**config.mk**
```make
export PLATFORM = sky130hd
export DESIGN_NAME = mac_sequencer
export DESIGN_NICKNAME = d
export VERILOG_FILES = /design/src/rtl/mac_seq_pkg.sv /design/src/rtl/mac_sequencer.sv
export SDC_FILE = /design/constraint.sdc
export NUM_CORES = 1
export LEC_CHECK = 0
export BUFFER_PORTS_ARGS = -buffer_cell sky130_fd_sc_hd__buf_2
export CAP_MARGIN = 5
export CORE_ASPECT_RATIO = 0.8
export CORE_MARGIN = 5
export CORE_UTILIZATION = 42
export DETAILED_ROUTE_END_ITERATION = 16
export MAX_ROUTING_LAYER = met4
export PLACE_DENSITY = 0.72
export REMOVE_ABC_BUFFERS = 1
export SYNTH_ARGS = -nofsm -noshare
export SYNTH_HDL_FRONTEND = slang
export SYNTH_SLANG_ARGS = --single-unit
```
**constraint.sdc**
```tcl
create_clock -name clk -period 3.2 [get_ports clk]
set_clock_uncertainty 0.05 [all_clocks]
set_input_delay 0.64 -clock clk [delete_from_list [all_inputs] [get_ports clk]]
set_output_delay 0.64 -clock clk [all_outputs]
set_load 0.01 [all_outputs]
```
**src/rtl/mac_seq_pkg.sv**
```systemverilog
// Shared types and widths for the MAC initiator sequencer.
package mac_seq_pkg;

  localparam int OP_W  = 8;
  localparam int ACC_W = 64;

  typedef enum logic [2:0] {
    IDLE,
    CLEAR,
    FEED,
    DRAIN,
    PRESENT
  } state_t;

endpackage

```
**src/rtl/mac_sequencer.sv**
```systemverilog
// Initiator for the gated MAC: clears the accumulator, feeds N_TERMS operand
// pairs, waits out the MAC pipeline and hands the accumulated sum downstream.
module mac_sequencer
  import mac_seq_pkg::*;
#(
  parameter int N_TERMS = 8,
  parameter int MAC_LAT = 2
) (
  input  logic             clk,
  input  logic             rst,
  input  logic             op_vld,
  output logic             op_rdy,
  input  logic [OP_W-1:0]  op_a,
  input  logic [OP_W-1:0]  op_b,
  output logic [OP_W-1:0]  mac_a,
  output logic [OP_W-1:0]  mac_b,
  output logic             mac_en,
  output logic             mac_clr,
  input  logic [ACC_W-1:0] mac_accum,
  output logic             res_vld,
  input  logic             res_rdy,
  output logic [ACC_W-1:0] res,
  output logic             busy
);

  localparam int TW = $clog2(N_TERMS + 1);
  localparam int WW = (MAC_LAT < 1) ? 1 : $clog2(MAC_LAT + 1);
  localparam logic [TW-1:0] LAST_TERM = TW'(N_TERMS - 1);
  localparam logic [WW-1:0] LAT_LOAD  = WW'(MAC_LAT);

  state_t        state;
  state_t        next_state;
  logic [TW-1:0] term_cnt;
  logic [WW-1:0] wait_cnt;
  logic          handshake;
  logic          last_term;

  assign op_rdy    = (state == FEED);
  assign busy      = (state != IDLE);
  assign handshake = op_vld & op_rdy;
  assign last_term = handshake && (term_cnt == LAST_TERM);

  // State register; reset drops straight back to IDLE.
  always_ff @(posedge clk or posedge rst) begin
    if (rst) begin
      state <= IDLE;
    end else begin
      state <= next_state;
    end
  end

  // Next-state decode for the clear / feed / drain / present job sequence.
  always_comb begin
    next_state = state;
    case (state)
      IDLE:    if (op_vld) next_state = CLEAR;
      CLEAR:   next_state = FEED;
      FEED:    if (last_term) next_state = DRAIN;
      DRAIN:   if (wait_cnt == '0) next_state = PRESENT;
      PRESENT: if (res_vld && res_rdy) next_state = IDLE;
      default: next_state = IDLE;
    endcase
  end

  // MAC drive: clear lands the cycle before the first possible enable, and
  // operands only advance on an accepted pair so mac_en is one pulse per term.
  always_ff @(posedge clk or posedge rst) begin
    if (rst) begin
      mac_clr <= 1'b0;
      mac_en  <= 1'b0;
      mac_a   <= '0;
      mac_b   <= '0;
    end else begin
      mac_clr <= (state == CLEAR);
      mac_en  <= handshake;
      if (handshake) begin
        mac_a <= op_a;
        mac_b <= op_b;
      end
    end
  end

  // Term counter and pipeline-drain countdown.
  always_ff @(posedge clk or posedge rst) begin
    if (rst) begin
      term_cnt <= '0;
      wait_cnt <= '0;
    end else begin
      case (state)
        CLEAR: term_cnt <= '0;
        FEED: begin
          if (handshake) begin
            term_cnt <= term_cnt + TW'(1);
          end
          if (last_term) begin
            wait_cnt <= LAT_LOAD;
          end
        end
        DRAIN: begin
          if (wait_cnt != '0) begin
            wait_cnt <= wait_cnt - WW'(1);
          end
        end
        default: ;
      endcase
    end
  end

  // Result capture once the last product has reached the accumulator, held
  // until downstream takes it; res itself keeps its value after acceptance.
  always_ff @(posedge clk or posedge rst) begin
    if (rst) begin
      res     <= '0;
      res_vld <= 1'b0;
    end else begin
      if (state == DRAIN && wait_cnt == '0) begin
        res     <= mac_accum;
        res_vld <= 1'b1;
      end else if (state == PRESENT && res_vld && res_rdy) begin
        res_vld <= 1'b0;
      end
    end
  end

endmodule

```
Word level (Yosys, flattened, before mapping)
Index checks and enable logic that the tools add are counted.
{"block": "word_totals", "output_inout_bits": 85, "elab_cells": 50, "register_bits": 92}
{"block": "op_classes", "n_bitwise": 1, "reduce_logical": 15, "n_mux": 12, "n_addsub": 2, "n_eq_ne": 11}
{"op": "$pmux 3 s5", "count": 1}
{"op": "$mux 3", "count": 4}
{"op": "$ne 2x2->1 const B", "count": 4}
{"op": "$pmux 4 s2", "count": 1}
{"op": "$reduce_bool 2->1", "count": 4}
{"op": "$eq 3x2->1 const B", "count": 2}
{"op": "$logic_and 1x1->1", "count": 5}
{"op": "$add 4x1->4 const B", "count": 1}
{"op": "$eq 4x3->1 const B", "count": 1}
{"op": "$mux 2", "count": 2}
{"op": "$mux 4", "count": 1}
{"op": "$ne 2x1->1 const B", "count": 2}
{"op": "$pmux 2 s2", "count": 1}
{"op": "$reduce_and 4->1", "count": 1}
{"op": "$eq 3x1->1 const B", "count": 1}
{"op": "$eq 3x3->1 const B", "count": 1}
{"op": "$logic_not 3->1", "count": 1}
{"op": "$reduce_and 3->1", "count": 1}
{"op": "$reduce_bool 3->1", "count": 1}
{"op": "$logic_not 2->1", "count": 1}
{"op": "$mux 1", "count": 2}
{"op": "$reduce_and 2->1", "count": 1}
{"op": "$sub 2x1->2 const B", "count": 1}
{"op": "$and 1x1->1", "count": 1}

Depth between registers and ports, before layout
Gate-level depths: netlist (run 1).
{"block": "logic_depth", "word_depth": 5, "mapped_depth": 7}

Worst setup path before layout (run 1)
No wires, ideal clock.
{"block": "synth_timing", "path_type": "register -> output", "startpoint": "register state[0]", "endpoint": "output op_rdy", "arrival_time_ns": 0.901, "setup_slack_ns": 1.609, "required_time_ns": 2.510, "path_stages_with_launch": 3, "cell_sequence": "dfrtp_1 -> clkbuf_1 -> nor3_1"}
{"block": "synth_between", "elab_chain_cells": 1}
{"element": "from (decl)", "line_no": "mac_sequencer.sv:31", "text": "state_t state;"}
{"element": "from (signal assigned)", "line_no": "mac_sequencer.sv:48", "text": "state <= next_state;"}
{"element": "$eq 3x2->1", "line_no": "mac_sequencer.sv:38", "text": "assign op_rdy = (state == FEED);"}
{"element": "to (decl)", "line_no": "mac_sequencer.sv:12", "text": "output logic op_rdy,"}
Every way passes these cells.

Final worst setup path (run 1)
{"block": "layout_timing", "startpoint": "register wait_cnt[0]", "endpoint": "register res[19]"}
{"block": "layout_between", "elab_chain_cells": 2}
{"element": "from (decl)", "line_no": "mac_sequencer.sv:34", "text": "logic [WW-1:0] wait_cnt;"}
{"element": "from (signal assigned)", "line_no": "mac_sequencer.sv:101", "text": "wait_cnt <= wait_cnt - WW'(1);"}
{"element": "$logic_not 2->1", "line_no": "mac_sequencer.sv:116", "text": "if (state == DRAIN && wait_cnt == '0) begin"}
{"element": "$logic_and 1x1->1", "line_no": "mac_sequencer.sv:116"}
{"element": "to (signal assigned)", "line_no": "mac_sequencer.sv:117", "text": "res <= mac_accum;"}
{"element": "to (decl)", "line_no": "mac_sequencer.sv:22", "text": "output logic [ACC_W-1:0] res,"}
Every way passes these cells.
A chain may end at the register's enable or synchronous reset.

==> results list, run 1 <==
* Worst R2R Start: wait_cnt[0]$_DFFE_PP0P_
- Latest clock arrival within the worst-skew pair: about 320 ps
- Die outline height: 95.1 µm
* Worst rel slew slack: 58.4%
- Hold repair after CTS inserted 0 buffers.
- Measured on the finished design, the core utilization comes to 56.8%.
* Static Leak: 2.79 nW
* Die area: roughly 11000 µm²
- Number of antenna cells inserted: 0
- Number of vias after detailed routing: 2629
- Synthesis inferred 92 register bits.
* Type of the worst min-delay path: in2async
* Flop-to-flop setup slack: 930 ps
- Worst IR Drop VDD: 0.537 mV
- The mapped netlist covers ~3800 µm².
- Dominant cell type by area after synthesis: dfrtp_1
- Max-cap violations in this run came to 0.
- Setup violations remaining at the end of the flow were counted as 0.
* Worst r2r path cells: 5
- The number of antenna violations at the first check in global routing is 0.
- STA classifies the critical path endpoint as a flop.
- Sequential fraction of the synthesis area: 60.6%
- I/O pin count: 169
- Arrival time at the worst endpoint: 2430 ps
* Worst-margin pin slew: 624 ps
- TritonCTS built the clock tree.
* Largest net degree at the start of global routing: 53
- A synthesized cell averages between 10 and 15 µm².
* Deepest clock path buffer count: 2
- In the routed layout, each cell is associated on average with a via count of 4.71.
* Share of final-layout standard cells stronger than drive strength 1: 58.2%
- Number of input and output port buffers inserted: 168
- For the worst setup path, the data required time is 3370 ps.
- For this run the aggregate overflow at the end of global routing stands at 0.
* Number of CTS-inserted buffers: 9
- The detail route stage leaves a number of antenna-violating nets equal to 0.
* Clock slew at the register clock pins of the worst setup and hold paths: 60 ps
- Vias in the first global route: about 2800
* NumNets Final: 524
* Highest clock frequency the design can meet: 441 MHz
- The die is 116 µm wide.
- Initial core utilization: a little over two fifths
* Type of the worst setup path: reg2reg
- DPL Wire Length: approximately 6500 µm
* Standard-cell row count: 31
- The first global-routing pass estimated roughly 14000 µm of wire.
* Launching element type of the critical path: flop
- Final routed wire length divided by cell count: roughly 16 µm
* Final slew viol count: 0
- Drt first pass iters: 4
* DRC violation count after routing: 0
- Worst-path fanout max: 31
- After clock tree synthesis, the repair step resized 0 gates.
- Synthesis handed over a netlist of 265 instances.
- Routed wire length: roughly 8700 µm
- Share of the clock period used by the worst path after layout: 70.8%
- The H-tree generated during clock tree synthesis spans 3 levels.
- Count of buffers added by post-CTS timing repair for setup: 0
* Root cell of the clock tree: clkbuf_16
- Cell Pwr Density: 1070 nW/µm²
- Worst reg2reg endpoint: res[19]$_DFFE_PP0P_
- The congestion estimate from routability-driven global placement came to 0.728.
* Outcome: completed
- Ys Warns: 0
* Setup TNS: 0 ps
- Count of cell types in the netlist: 32
- Share of the synthesized area in the top cell type: around 61%
- GRT Util Overall: 16.2%
* Placeable Area: 8960 µm²
* Number of DRC violations after detailed-routing iteration 0: roughly 170
* CTS sink count: 92
- Signed area change from the synthesized netlist to the final layout: 34.0%
- Synth top area cells: dfrtp_1, mux2_4, nand2_1
* Unrepaired setup endpoints after global routing: false
- The final number of hold-violating endpoints is 0.
- Subtracting the final worst setup slack from the clock period gives 2270 ps.
* Worst setup path startpoint: wait_cnt[0]$_DFFE_PP0P_
cells in the final DEF (no fill, tap or decap), drive strengths merged, types with 3 or more instances in the layout:
cell | Yosys | final
clkbuf | 2 | 10
buf | 10 | 174
bufinv | 0 | 3
clkinv | 1 | 3
nand3 | 3 | 3
dfrtp | 92 | 92
inv | 6 | 6
mux2 | 64 | 64
nor2b | 3 | 3
nand2 | 55 | 55
o21ai | 6 | 6
kinds of logic (layout without fill, tap and decap cells):
family	count (synthesis)	after routing	share of synthesized area, %
adder cells (fa/ha/maj)	2	2	0.659
AND/OR/NAND/NOR	72	72	8.70
AO/OA/AOI/OAI	14	14	2.44
flip-flops	92	92	60.6
buffers and inverters	19	197	3.26
multiplexers	66	66	24.3
registers in the layout (all words and copies together), names as in the netlist:
register	count
mac_en	1
state	3
mac_a	8
term_cnt	4
mac_b	8
wait_cnt	2
res_vld	1
res	64
mac_clr	1
per-layer routing:
metal / part of all wire [%] / GRT usage [%]
met2: 50 / 26.0
met4: 0.75 / 4.64
met3: 7.3 / 4.63
met5: 0 / -
met1: 42 / 20.3
stage by stage:
stage,power (mW),std cells,area (µm²),setup slack [ps],hold slack [ps]
floorplan,3.45,253,3700,118,388
global placement,4.22,542,4740,990,403
detailed placement,4.30,542,4740,908,408
CTS,5.55,558,5090,899,369
global route,5.81,558,5090,797,409
finish,5.46,558,5090,933,354
final cells by class:
| cell class | count | area (µm²) |
|---|---|---|
| Fill cell | 751 | 3870 |
| Timing Repair Buffer | 174 | 886 |
| Clock inverter | 6 | 111 |
| Inverter | 7 | 28.8 |
| Tap cell | 115 | 144 |
| Sequential cell | 92 | 2300 |
| Multi-Input combinational cell | 154 | 1380 |
| Clock buffer | 10 | 239 |
synth_stat cells:
cell and count:
ha_1 2, nand3_2 1, nor3_1 2, and3_1 1
nor2b_1 2, nor2b_4 1, or3b_2 1, o2bb2ai_1 1
nand2b_1 2, clkbuf_1 2, nand2_1 55, a21o_1 1
nand3_1 2, nand4_1 1, mux2_2 15, mux2i_1 2
buf_4 1, a31oi_1 2, mux2_4 49, a22oi_1 1
a32oi_1 1, o21ai_0 6, buf_2 3, nand4bb_1 1
inv_1 6, a22o_1 2, clkinv_1 1, and4b_1 1
dfrtp_1 92, nor2_1 1, buf_6 6, nor4b_1 1
critical path, stage by stage, from the launching register on:
cell and delay, ps:
dfrtp_1 410, inv_1 70, ha_1 330, nand3_4 520, buf_4 430, mux2_4 320
where the power goes:
part | internal, mW | total (mW) | leakage, nW | switching (mW)
sequential | 1.74 | 2.09 | 1.09 | 0.349
clock | 0.784 | 1.21 | 0.169 | 0.425
combinational | 1.19 | 2.16 | 1.53 | 0.973
total | 3.71 | 5.46 | 2.79 | 1.75
how the worst max path moves through the flow:
stage,cells after the start,endpoint
after floorplan,1,mac_a[0]$_DFFE_PP0P_
final,5,res[19]$_DFFE_PP0P_
after CTS,5,res[18]$_DFFE_PP0P_
after global placement,5,res[21]$_DFFE_PP0P_
after global routing,5,res[18]$_DFFE_PP0P_
after detailed placement,5,res[28]$_DFFE_PP0P_
(Power assumes the default switching activity.)
==> run 2, diff against run 1 <==
- clock period: 3.2 -> 1.9 ns (I/O delays scaled with it)
==> run 2 against run 1 <==
  * Cell count up 0.90%
  * Sequential share of layout area down 0.24 points
  * Count of clock-buffer cells in the layout up 1
  * Design area up 0.54%
  * Routed wire length down 1.7%
  * Via count down 0.76%
  * Global-route usage down 0.29 points
  * Combinational power up 71%
  * Largest power group unchanged
==> results list, run 2 (synthesis gave the netlist of run 1 again) <==
- Relative to the synthesized area, the layout overhead comes to 34.7%.
- Largest net degree at the start of global routing: 47
* WHS: 188 ps
- Highest clock frequency the design can meet: 573 MHz
* Width of the chip: 116 µm
* Placeable Area: 8960 µm²
- Along the worst path, the maximum fanout reaches 9.
- Detailed placement finished with a half-perimeter wire length of 6430 µm.
* Launching element type of the critical path: flop
* Number of vias after detailed routing: 2609
- The top cell types in the final layout, fill and taps aside, are buf_2, dfrtp_1, nand2_1.
- For this design the static power due to leakage is 2.80 nW.
* Hold worst-path end: mac_b[3]$_DFFE_PP0P_
- Number of gates given a new drive strength after cts: 0
- Dividing the detail-routed via count by the number of cells gives 4.63.
- Final global-route overflow total: 0
* CP Data Required Time: 1470 ps
- Registers take 2300 µm².
- Depth of the worst hold-timing path: 3
- In this run the tightest slew margin relative to its limit is between 70% and 80%.
* Type of the worst min-delay path: in2reg
- Register with the most flip-flops: res
* Root cell of the clock tree: clkbuf_16
- Number of CTS-inserted buffers: 9
- The congestion estimate from routability-driven global placement came to 0.831.
- The routed design has approximately 8500 µm of wire.
- The largest registers in the layout are res (64), mac_a (8), mac_b (8).
* Die area: 11100 µm²
- Counting the fill cells in the layout gives 756.
- The run finished with clean final reports.
* Element type at the critical path end: output port
- Max-cap violations in this run came to 0.
- GRT Util Overall: 16.0%
* Latest clock arrival within the worst-skew pair: ~330 ps
- Share of final-layout standard cells stronger than drive strength 1: 58.5%
- Clock tree from TritonCTS: yes
- Most common cell after layout, fill and taps aside: buf_2
- The clock net in this run drives a total of 92 sinks.
- Endpoints failing setup: 0
* Footprint of the multi-input gates: 1380 µm²
- The clock passes through at most 2 buffers.
- At the worst endpoint, the arrival time is 1310 ps.
* Global-route wire length before repair: between 10000 and 15000 µm
- The register with the most flip-flops in the layout has 64 of them.
- Worst setup path startpoint: state[1]$_DFFE_PP0P_
- Cell Pwr Density: 1760 nW/µm²
- The critical path is of the reg2out type.
- Number of DRC violations after detailed-routing iteration 0: 122
- The number of max-slew violations in the final report was 0.
* Number of input and output port buffers inserted: between 150 and 200
* H-tree depth reported by CTS: 3
- Worst-margin pin slew: 370 ps
* Final routed wire length divided by cell count: around 15 µm
* Post-DRT Antenna Nets: 0
- Setup slack on the critical path of the routed design comes to 155 ps.
* Worst min-delay path startpoint: op_b[3]
* Worst reg2reg endpoint: res[61]$_DFFE_PP0P_
* Final hold vios: 0
- The final layout contains 529 nets.
* Standard-cell row count: 31
- Number of antenna cells inserted: 0
- Drt first pass iters: 4
* Share of the clock period used by the worst path after layout: approximately 92%
- Antenna violations before repair: 0
* Die outline height: 95.1 µm
- After layout, the minimum clock period comes to 1740 ps.
- Post-Place Setup Slack: 218 ps
- Initial core utilization: 42.4%
- Setup slack on the worst reg-to-reg path comes out at around 220 ps.
- The number of global-route vias before repair is 2762.
* Unrepaired setup endpoints after global routing: false
- I/O pin count: 169
* Worst IR Drop VDD: 0.928 mV
- The worst register-to-register path begins at wait_cnt[0]$_DFFE_PP0P_.
* Clock slew at the register clock pins of the worst setup and hold paths: 60 ps
- In the routed design, unresolved DRC markers number 0.
- Measured in cells, the most critical reg-to-reg path has a length of 5.
run 2: changes by cell type in the layout (fill, tap and decap cells not counted):
cell           previous run  this run
clkinvlp_4                1         4
buf_12                    0         2
buf_4                     6         8
bufinv_16                 3         1
clkbuf_8                  1         2
clkinv_2                  1         0
clkinv_4                  1         0
dlygate4sd3_1             0         1
run 2: cell type report:
cell class / count / area share, %
inverter: 7 / 0.562
multi-input combinational: 154 / 27.0
tap: 115 / 2.81
sequential: 92 / 45.0
clock buffer: 11 / 4.94
clock inverter: 5 / 1.17
timing repair buffer: 179 / 18.6
run 2: critical path: stages (launching register included):
cell and delay (ps):
dfrtp_1 470, inv_1 130, nor3_1 230, buf_2 170
run 2: how the worst max path moves through the flow:
stage | end | slack, ps | cells past startpoint
5_1_grt | op_rdy | 40 | 3
3_5_place_dp | res[62]$_DFFE_PP0P_ | 220 | 5
3_3_place_gp | res[52]$_DFFE_PP0P_ | 260 | 5
6_report | op_rdy | 160 | 3
4_1_cts | op_rdy | 140 | 3
2_1_floorplan | res[49]$_DFFE_PP0P_ | -970 | 4
run 2: what timing repair did:
action,4_1_cts,5_1_grt
hold buffers,1,0
endpoints found under the hold margin,24,0
buffers inserted,0,0
run 2: per-stage QoR:
stage	area, µm²	power (mW)	util [%]	TNS (ps)	std cells
after floorplan	3700	5.81	-	-147580	253
after global routing	5120	9.61	57.1	0	563
after CTS	5120	9.15	57.1	0	563
final	5120	9.01	57.1	0	563
after global placement	4800	7.15	53.5	0	546
after detailed placement	4800	7.28	53.5	0	546
run 2: per-layer routing:
metal	global-route usage, %	part of all wire [%]
met5	-	0
met4	4.93	1.0
met3	5.27	8.0
met2	24.7	48
met1	20.1	43
run 2: power breakdown:
part / internal (mW) / leakage, nW / switching, mW
combinational: 2.04 / 1.57 / 1.65
clock: 1.09 / 0.140 / 0.721
sequential: 2.93 / 1.09 / 0.564
